File: src/rtl/mask_frame_streamer_if.sv
// Pixel-stream bus between the mask frame buffer, the streamer and the centroid stage.
// ADDR_W must match the streamer's derived address width.
interface mask_frame_streamer_if #(
  parameter int unsigned ADDR_W = 20
);
  logic              start_in;
  logic [ADDR_W-1:0] addr_out;
  logic              mask_in;
  logic [10:0]       x_out;
  logic [9:0]        y_out;
  logic              valid_out;
  logic              tabulate_out;
  logic [31:0]       mass_out;
  logic              busy_out;

  modport slave (
    input  start_in, mask_in,
    output addr_out, x_out, y_out, valid_out, tabulate_out, mass_out, busy_out
  );

  modport master (
    output start_in, mask_in,
    input  addr_out, x_out, y_out, valid_out, tabulate_out, mass_out, busy_out
  );
endinterface

File: src/rtl/mask_frame_streamer.sv
// Raster-scans a 1-bit mask BRAM, emitting (x,y) beats for set pixels and an end-of-frame tabulate.
// Optional MASK_STREAMER_SUBSAMPLE_EN: only even/even pixels are eligible for beats.
module mask_frame_streamer #(
  parameter int unsigned H_ACTIVE   = 1280,
  parameter int unsigned V_ACTIVE   = 720,
  parameter int unsigned RD_LATENCY = 2
) (
  input  logic                  clk_in,
  input  logic                  rst_in,
  mask_frame_streamer_if.slave  bus
);
  localparam int unsigned       ADDR_W     = $clog2(H_ACTIVE*V_ACTIVE);
  localparam logic [ADDR_W-1:0] LAST_ADDR  = ADDR_W'(H_ACTIVE*V_ACTIVE-1);
  localparam logic [10:0]       LAST_X     = 11'(H_ACTIVE-1);
  localparam logic [2:0]        DRAIN_LAST = 3'(RD_LATENCY);

  typedef enum logic [1:0] {IDLE, SCAN, DRAIN, TAB} state_t;

  state_t            state_q, state_d;
  logic [ADDR_W-1:0] addr_q, addr_d;
  logic [10:0]       sx_q, sx_d;
  logic [9:0]        sy_q, sy_d;
  logic [2:0]        drn_q, drn_d;
  logic [31:0]       cnt_q, cnt_d;
  logic [31:0]       mass_q, mass_d;
  logic              valid_q, valid_d;
  logic [10:0]       x_q, x_d;
  logic [9:0]        y_q, y_d;
  logic              tab_q, tab_d;
  logic              busy_q, busy_d;
  logic              scan_v;

  // Coordinate/eligibility delay line, aligned with the BRAM read latency
  logic              pv_q [RD_LATENCY];
  logic [10:0]       px_q [RD_LATENCY];
  logic [9:0]        py_q [RD_LATENCY];

`ifdef MASK_STREAMER_SUBSAMPLE_EN
  assign scan_v = (state_q == SCAN) && !sx_q[0] && !sy_q[0];
`else
  assign scan_v = (state_q == SCAN);
`endif

  always_comb begin
    state_d = state_q;
    addr_d  = addr_q;
    sx_d    = sx_q;
    sy_d    = sy_q;
    drn_d   = drn_q;
    cnt_d   = cnt_q;
    mass_d  = mass_q;
    valid_d = pv_q[RD_LATENCY-1] & bus.mask_in;
    x_d     = valid_d ? px_q[RD_LATENCY-1] : '0;
    y_d     = valid_d ? py_q[RD_LATENCY-1] : '0;
    if (valid_d && (cnt_q != '1)) cnt_d = cnt_q + 32'd1;

    case (state_q)
      IDLE: begin
        if (bus.start_in) begin
          state_d = SCAN;
          addr_d  = '0;
          sx_d    = '0;
          sy_d    = '0;
          cnt_d   = '0;
        end
      end
      SCAN: begin
        if (addr_q == LAST_ADDR) begin
          state_d = DRAIN;
          drn_d   = '0;
        end else begin
          addr_d = addr_q + 1'b1;
          if (sx_q == LAST_X) begin
            sx_d = '0;
            sy_d = sy_q + 10'd1;
          end else begin
            sx_d = sx_q + 11'd1;
          end
        end
      end
      DRAIN: begin
        // Count includes the final beat, which lands in the last DRAIN cycle
        if (drn_q == DRAIN_LAST) begin
          state_d = TAB;
          mass_d  = cnt_q;
        end else begin
          drn_d = drn_q + 3'd1;
        end
      end
      TAB:     state_d = IDLE;
      default: state_d = IDLE;
    endcase

    tab_d  = (state_d == TAB);
    busy_d = (state_d != IDLE);
  end

  always_ff @(posedge clk_in) begin
    if (rst_in) begin
      state_q <= IDLE;
      addr_q  <= '0;
      sx_q    <= '0;
      sy_q    <= '0;
      drn_q   <= '0;
      cnt_q   <= '0;
      mass_q  <= '0;
      valid_q <= 1'b0;
      x_q     <= '0;
      y_q     <= '0;
      tab_q   <= 1'b0;
      busy_q  <= 1'b0;
    end else begin
      state_q <= state_d;
      addr_q  <= addr_d;
      sx_q    <= sx_d;
      sy_q    <= sy_d;
      drn_q   <= drn_d;
      cnt_q   <= cnt_d;
      mass_q  <= mass_d;
      valid_q <= valid_d;
      x_q     <= x_d;
      y_q     <= y_d;
      tab_q   <= tab_d;
      busy_q  <= busy_d;
    end
  end

  always_ff @(posedge clk_in) begin
    if (rst_in) begin
      for (int unsigned i = 0; i < RD_LATENCY; i++) begin
        pv_q[i] <= 1'b0;
        px_q[i] <= '0;
        py_q[i] <= '0;
      end
    end else begin
      pv_q[0] <= scan_v;
      px_q[0] <= sx_q;
      py_q[0] <= sy_q;
      for (int unsigned i = 1; i < RD_LATENCY; i++) begin
        pv_q[i] <= pv_q[i-1];
        px_q[i] <= px_q[i-1];
        py_q[i] <= py_q[i-1];
      end
    end
  end

  assign bus.addr_out     = addr_q;
  assign bus.x_out        = x_q;
  assign bus.y_out        = y_q;
  assign bus.valid_out    = valid_q;
  assign bus.tabulate_out = tab_q;
  assign bus.mass_out     = mass_q;
  assign bus.busy_out     = busy_q;
endmodule

File: src/flat_wrapper.sv
// flat-port wrapper written by rule: the top's interface ports become plain ports
module mask_frame_streamer_flat 
#(
  parameter int unsigned H_ACTIVE   = 1280,
  parameter int unsigned V_ACTIVE   = 720,
  parameter int unsigned RD_LATENCY = 2
)
  (clk_in, rst_in, bus_start_in, bus_mask_in, bus_addr_out, bus_x_out, bus_y_out, bus_valid_out, bus_tabulate_out, bus_mass_out, bus_busy_out);
  mask_frame_streamer_if bus_i ();
  input  logic clk_in;
  input  logic rst_in;
  input wire logic [$bits(bus_i.start_in)-1:0] bus_start_in;
  input wire logic [$bits(bus_i.mask_in)-1:0] bus_mask_in;
  output wire logic [$bits(bus_i.addr_out)-1:0] bus_addr_out;
  output wire logic [$bits(bus_i.x_out)-1:0] bus_x_out;
  output wire logic [$bits(bus_i.y_out)-1:0] bus_y_out;
  output wire logic [$bits(bus_i.valid_out)-1:0] bus_valid_out;
  output wire logic [$bits(bus_i.tabulate_out)-1:0] bus_tabulate_out;
  output wire logic [$bits(bus_i.mass_out)-1:0] bus_mass_out;
  output wire logic [$bits(bus_i.busy_out)-1:0] bus_busy_out;
  assign bus_i.start_in = bus_start_in;
  assign bus_i.mask_in = bus_mask_in;
  assign bus_addr_out = bus_i.addr_out;
  assign bus_x_out = bus_i.x_out;
  assign bus_y_out = bus_i.y_out;
  assign bus_valid_out = bus_i.valid_out;
  assign bus_tabulate_out = bus_i.tabulate_out;
  assign bus_mass_out = bus_i.mass_out;
  assign bus_busy_out = bus_i.busy_out;
  mask_frame_streamer #(.H_ACTIVE(H_ACTIVE), .V_ACTIVE(V_ACTIVE), .RD_LATENCY(RD_LATENCY)) u_core (.clk_in(clk_in), .rst_in(rst_in), .bus(bus_i));
endmodule
File: config.mk
export PLATFORM = sky130hd
export DESIGN_NAME = mask_frame_streamer_flat
export DESIGN_NICKNAME = d
export VERILOG_FILES = /design/src/rtl/mask_frame_streamer_if.sv /design/src/rtl/mask_frame_streamer.sv /design/src/flat_wrapper.sv
export SDC_FILE = /design/constraint.sdc
export NUM_CORES = 1
export LEC_CHECK = 0
export ABC_AREA = 1
export ABC_CLOCK_PERIOD_IN_PS = 3100
export CORE_MARGIN = 4
export CORE_UTILIZATION = 45
export DETAILED_ROUTE_END_ITERATION = 6
export GPL_ROUTABILITY_DRIVEN = 0
export GPL_TIMING_DRIVEN = 0
export PLACE_DENSITY = 0.67
export SETUP_SLACK_MARGIN = 0.2
export SYNTH_ARGS = -nofsm -noshare
export SYNTH_HDL_FRONTEND = slang
export SYNTH_SLANG_ARGS = --single-unit
File: constraint.sdc
create_clock -name clk_in -period 3.1 [get_ports clk_in]
set_input_delay 0.31 -clock clk_in [delete_from_list [all_inputs] [get_ports clk_in]]
set_output_delay 0.31 -clock clk_in [all_outputs]
set_load 0.01 [all_outputs]
==> metrics <==
status finished, final reports clean; synthesized cell area 7841 µm²; Finished Cell Area 9492 µm²; r2r setup slk 970 ps; worst vdd ir 0.0004149 V; Cell Count, Final, Fillers Out 1418; Initial Util 0.4565; WL per Instance 13.76 µm; DRT iter0 DRCs 519; # rows 48; layout cells sized above 1 0.1115; Fillers 1668; clk buf depth 2; worst-margin pin slew 808.9 ps; diode count 0; final count of hold timing violations 0; nets 1190; Mapped Cells 1082; pin count of the biggest net entering global routing 19; WL met3 1.014 mm; Setup Skew 13.45 ps; vias in the first global route 6485; Clock Latency Late Sink 440 ps; Setup TNS 0 ps; Hold Buf Count CTS 0; die area 19600 µm²; I/O Buffers 79; Max Cap Viol 0; Worst R2R Path Depth 11; fin crit period 2125 ps; Antenna Nets Post-Route 0; CP startpoint kind flop; fin. max-slew vios 0; syn nets 1092; initial antenna violation count 0; syn avg cell area 7.247 µm²; Post-DP HPWL 14.37 mm; Post-Route M1 WL 9.132 mm; Slew HR 0.4607; period utilization 0.6855; synthesis-stage register bit count 178; Die H 140.0 µm; f_max 470.6 MHz; synthesis-to-layout area growth 21.05%; Critical Path RT 3360 ps; crit end category flop; Pwr Density 492.8 nW/µm²; worst hold path type flop to flop; via count 6928; hold path startpoint u_core.px_q[0][0]; gr ovfl total 0; WHS Endpoint u_core.px_q[1][0]; post-cts resize count 0; GRT Util Overall 0.2038; r2r startpoint u_core.bus.addr_out[1]; Top Metal Used met4; RSZ-0062 raised after global routing false; H-tree Lvls 4; placed cells 1386; post-synthesis sequential area ratio 0.4544; CTS Buf Count 17; worst flop-to-flop path endpoint u_core.bus.busy_out; leading cell type in the layout, fill and taps excluded nand2_1; area of the multi-input gates 3492 µm²; io pins 80; Distinct cells, synth 34; WL met2 8.975 mm; CTS Root Cell clkbuf_16; critical path start-end classification flop to flop; drt pass-1 iters 6; Chip Width 140.0 µm; clock sinks 178; Total Wirelength 19.51 mm; leak pwr 3.405 nW; Crit Path Max Fanout 10; FF+latch area 3563 µm²; Worst Hold Depth 2; vias per inst 4.886; CTS tree done; Post CTS Setup Buffer Count 0; Core Util, Final 0.5526; clk slew on worst S/H paths 70 ps; Cell Area, Placed 8914 µm²; Worst EP arrival 2390 ps; first-pass GRT wire length 32.57 mm; core area 17180 µm²; YS warnings 0; commonest non-fill, non-tap cells in the layout nand2_1 (228), nor2_1 (185), dfxtp_1 (178); # setup viols final 0; Residual DRC 0
## cell families after synthesis
| logic type | after synthesis | synth area share |
|---|---|---|
| AO/OA/AOI/OAI | 130 | 0.1012 |
| XOR/XNOR | 15 | 0.01675 |
| adder cells (fa/ha/maj) | 6 | 0.009574 |
| buffers and inverters | 186 | 0.1002 |
| flip-flops | 178 | 0.4544 |
| AND/OR/NAND/NOR | 567 | 0.3179 |
## worst max-delay path by stage
stage / endpoint / depth (start not counted) / start
6_report: u_core.bus.busy_out / 11 / u_core.bus.addr_out[1]
5_1_grt: u_core.bus.busy_out / 11 / u_core.bus.addr_out[1]
4_1_cts: u_core.bus.busy_out / 11 / u_core.bus.addr_out[1]
3_5_place_dp: u_core.bus.tabulate_out / 4 / rst_in
3_3_place_gp: u_core.bus.tabulate_out / 4 / rst_in
2_1_floorplan: u_core.bus.addr_out[8] / 11 / u_core.bus.addr_out[0]
## per-layer routing
| metal | GRT usage | vias up |
|---|---|---|
| li1 | - | 3581 |
| met5 | 0 | - |
| met1 | 0.2717 | 3133 |
| met3 | 0.03790 | 31 |
| met2 | 0.3335 | 183 |
| met4 | 0.06986 | 0 |
## worst max-delay path, cell delays in order, from the launching register on
cell,delay (ps)
dfxtp_1,380
ha_1,300
nand2_1,140
nor2_4,140
nand2_2,100
nor2_4,150
nand2_4,90
nand2_4,90
nand2_4,80
buf_6,160
o21ai_2,130
o21ai_0,170
## synthesized netlist by cell type
cell	instances	area share
a21oi_1	49	0.031
a21oi_2	32	0.036
a21oi_4	1	0.0021
a31o_2	1	0.0011
a31oi_1	1	0.00080
buf_1	2	0.00096
buf_12	1	0.0026
buf_2	9	0.0057
buf_4	2	0.0019
buf_6	7	0.010
clkbuf_1	17	0.0081
dfxtp_1	178	0.45
ha_1	6	0.0096
inv_1	144	0.069
inv_2	4	0.0019
nand2_1	228	0.11
nand2_2	19	0.015
nand2_4	5	0.0072
nand3_1	67	0.043
nand3_2	2	0.0026
nand3b_1	5	0.0048
nand4_1	18	0.014
nor2_1	185	0.089
nor2_2	4	0.0032
nor2_4	7	0.010
nor3_1	18	0.011
nor3_2	2	0.0026
nor3b_1	3	0.0029
o21ai_0	44	0.028
o21ai_2	1	0.0011
o31ai_1	1	0.00096
or2_2	4	0.0032
xnor2_1	2	0.0022
xor2_1	13	0.015
## final cells by class
class                      instances  area share
buffer                            38     0.02426
clock buffer                      18     0.04627
clock inverter                    14     0.01463
inverter                         148     0.05853
multi-input combinational        718      0.3679
sequential                       178      0.3754
tap                              225     0.02966
timing repair buffer              79     0.08331
## per-stage QoR
stage          power (W)  hold WS [ps]  setup WS [ps]
2_1_floorplan   0.002549         388.3           1379
3_3_place_gp    0.002628         389.6          788.0
3_5_place_dp    0.002630         392.5          825.9
4_1_cts         0.004706         402.0           1015
5_1_grt         0.004840         417.7          819.6
6_report        0.004678         399.8          975.0
## sequential cells by signal, summed over array words and instances (netlist names)
register                 count
u_core.bus.mass_out         32
u_core.cnt_q                32
u_core.px_q                 22
u_core.bus.addr_out         20
u_core.py_q                 20
u_core.bus.x_out            11
u_core.sx_q                 11
u_core.bus.y_out            10
u_core.sy_q                 10
u_core.drn_q                 3
u_core.pv_q                  2
u_core.state_q               2
u_core.bus.busy_out          1
u_core.bus.tabulate_out      1
u_core.bus.valid_out         1
## report_power, final
group / leakage (nW) / switching [W] / internal, W
combinational: 1.69 / 0.000174 / 0.0000782
clock: 0.276 / 0.00101 / 0.00109
sequential: 1.44 / 0.0000161 / 0.00231
Power figures use the tool's default switching activity.
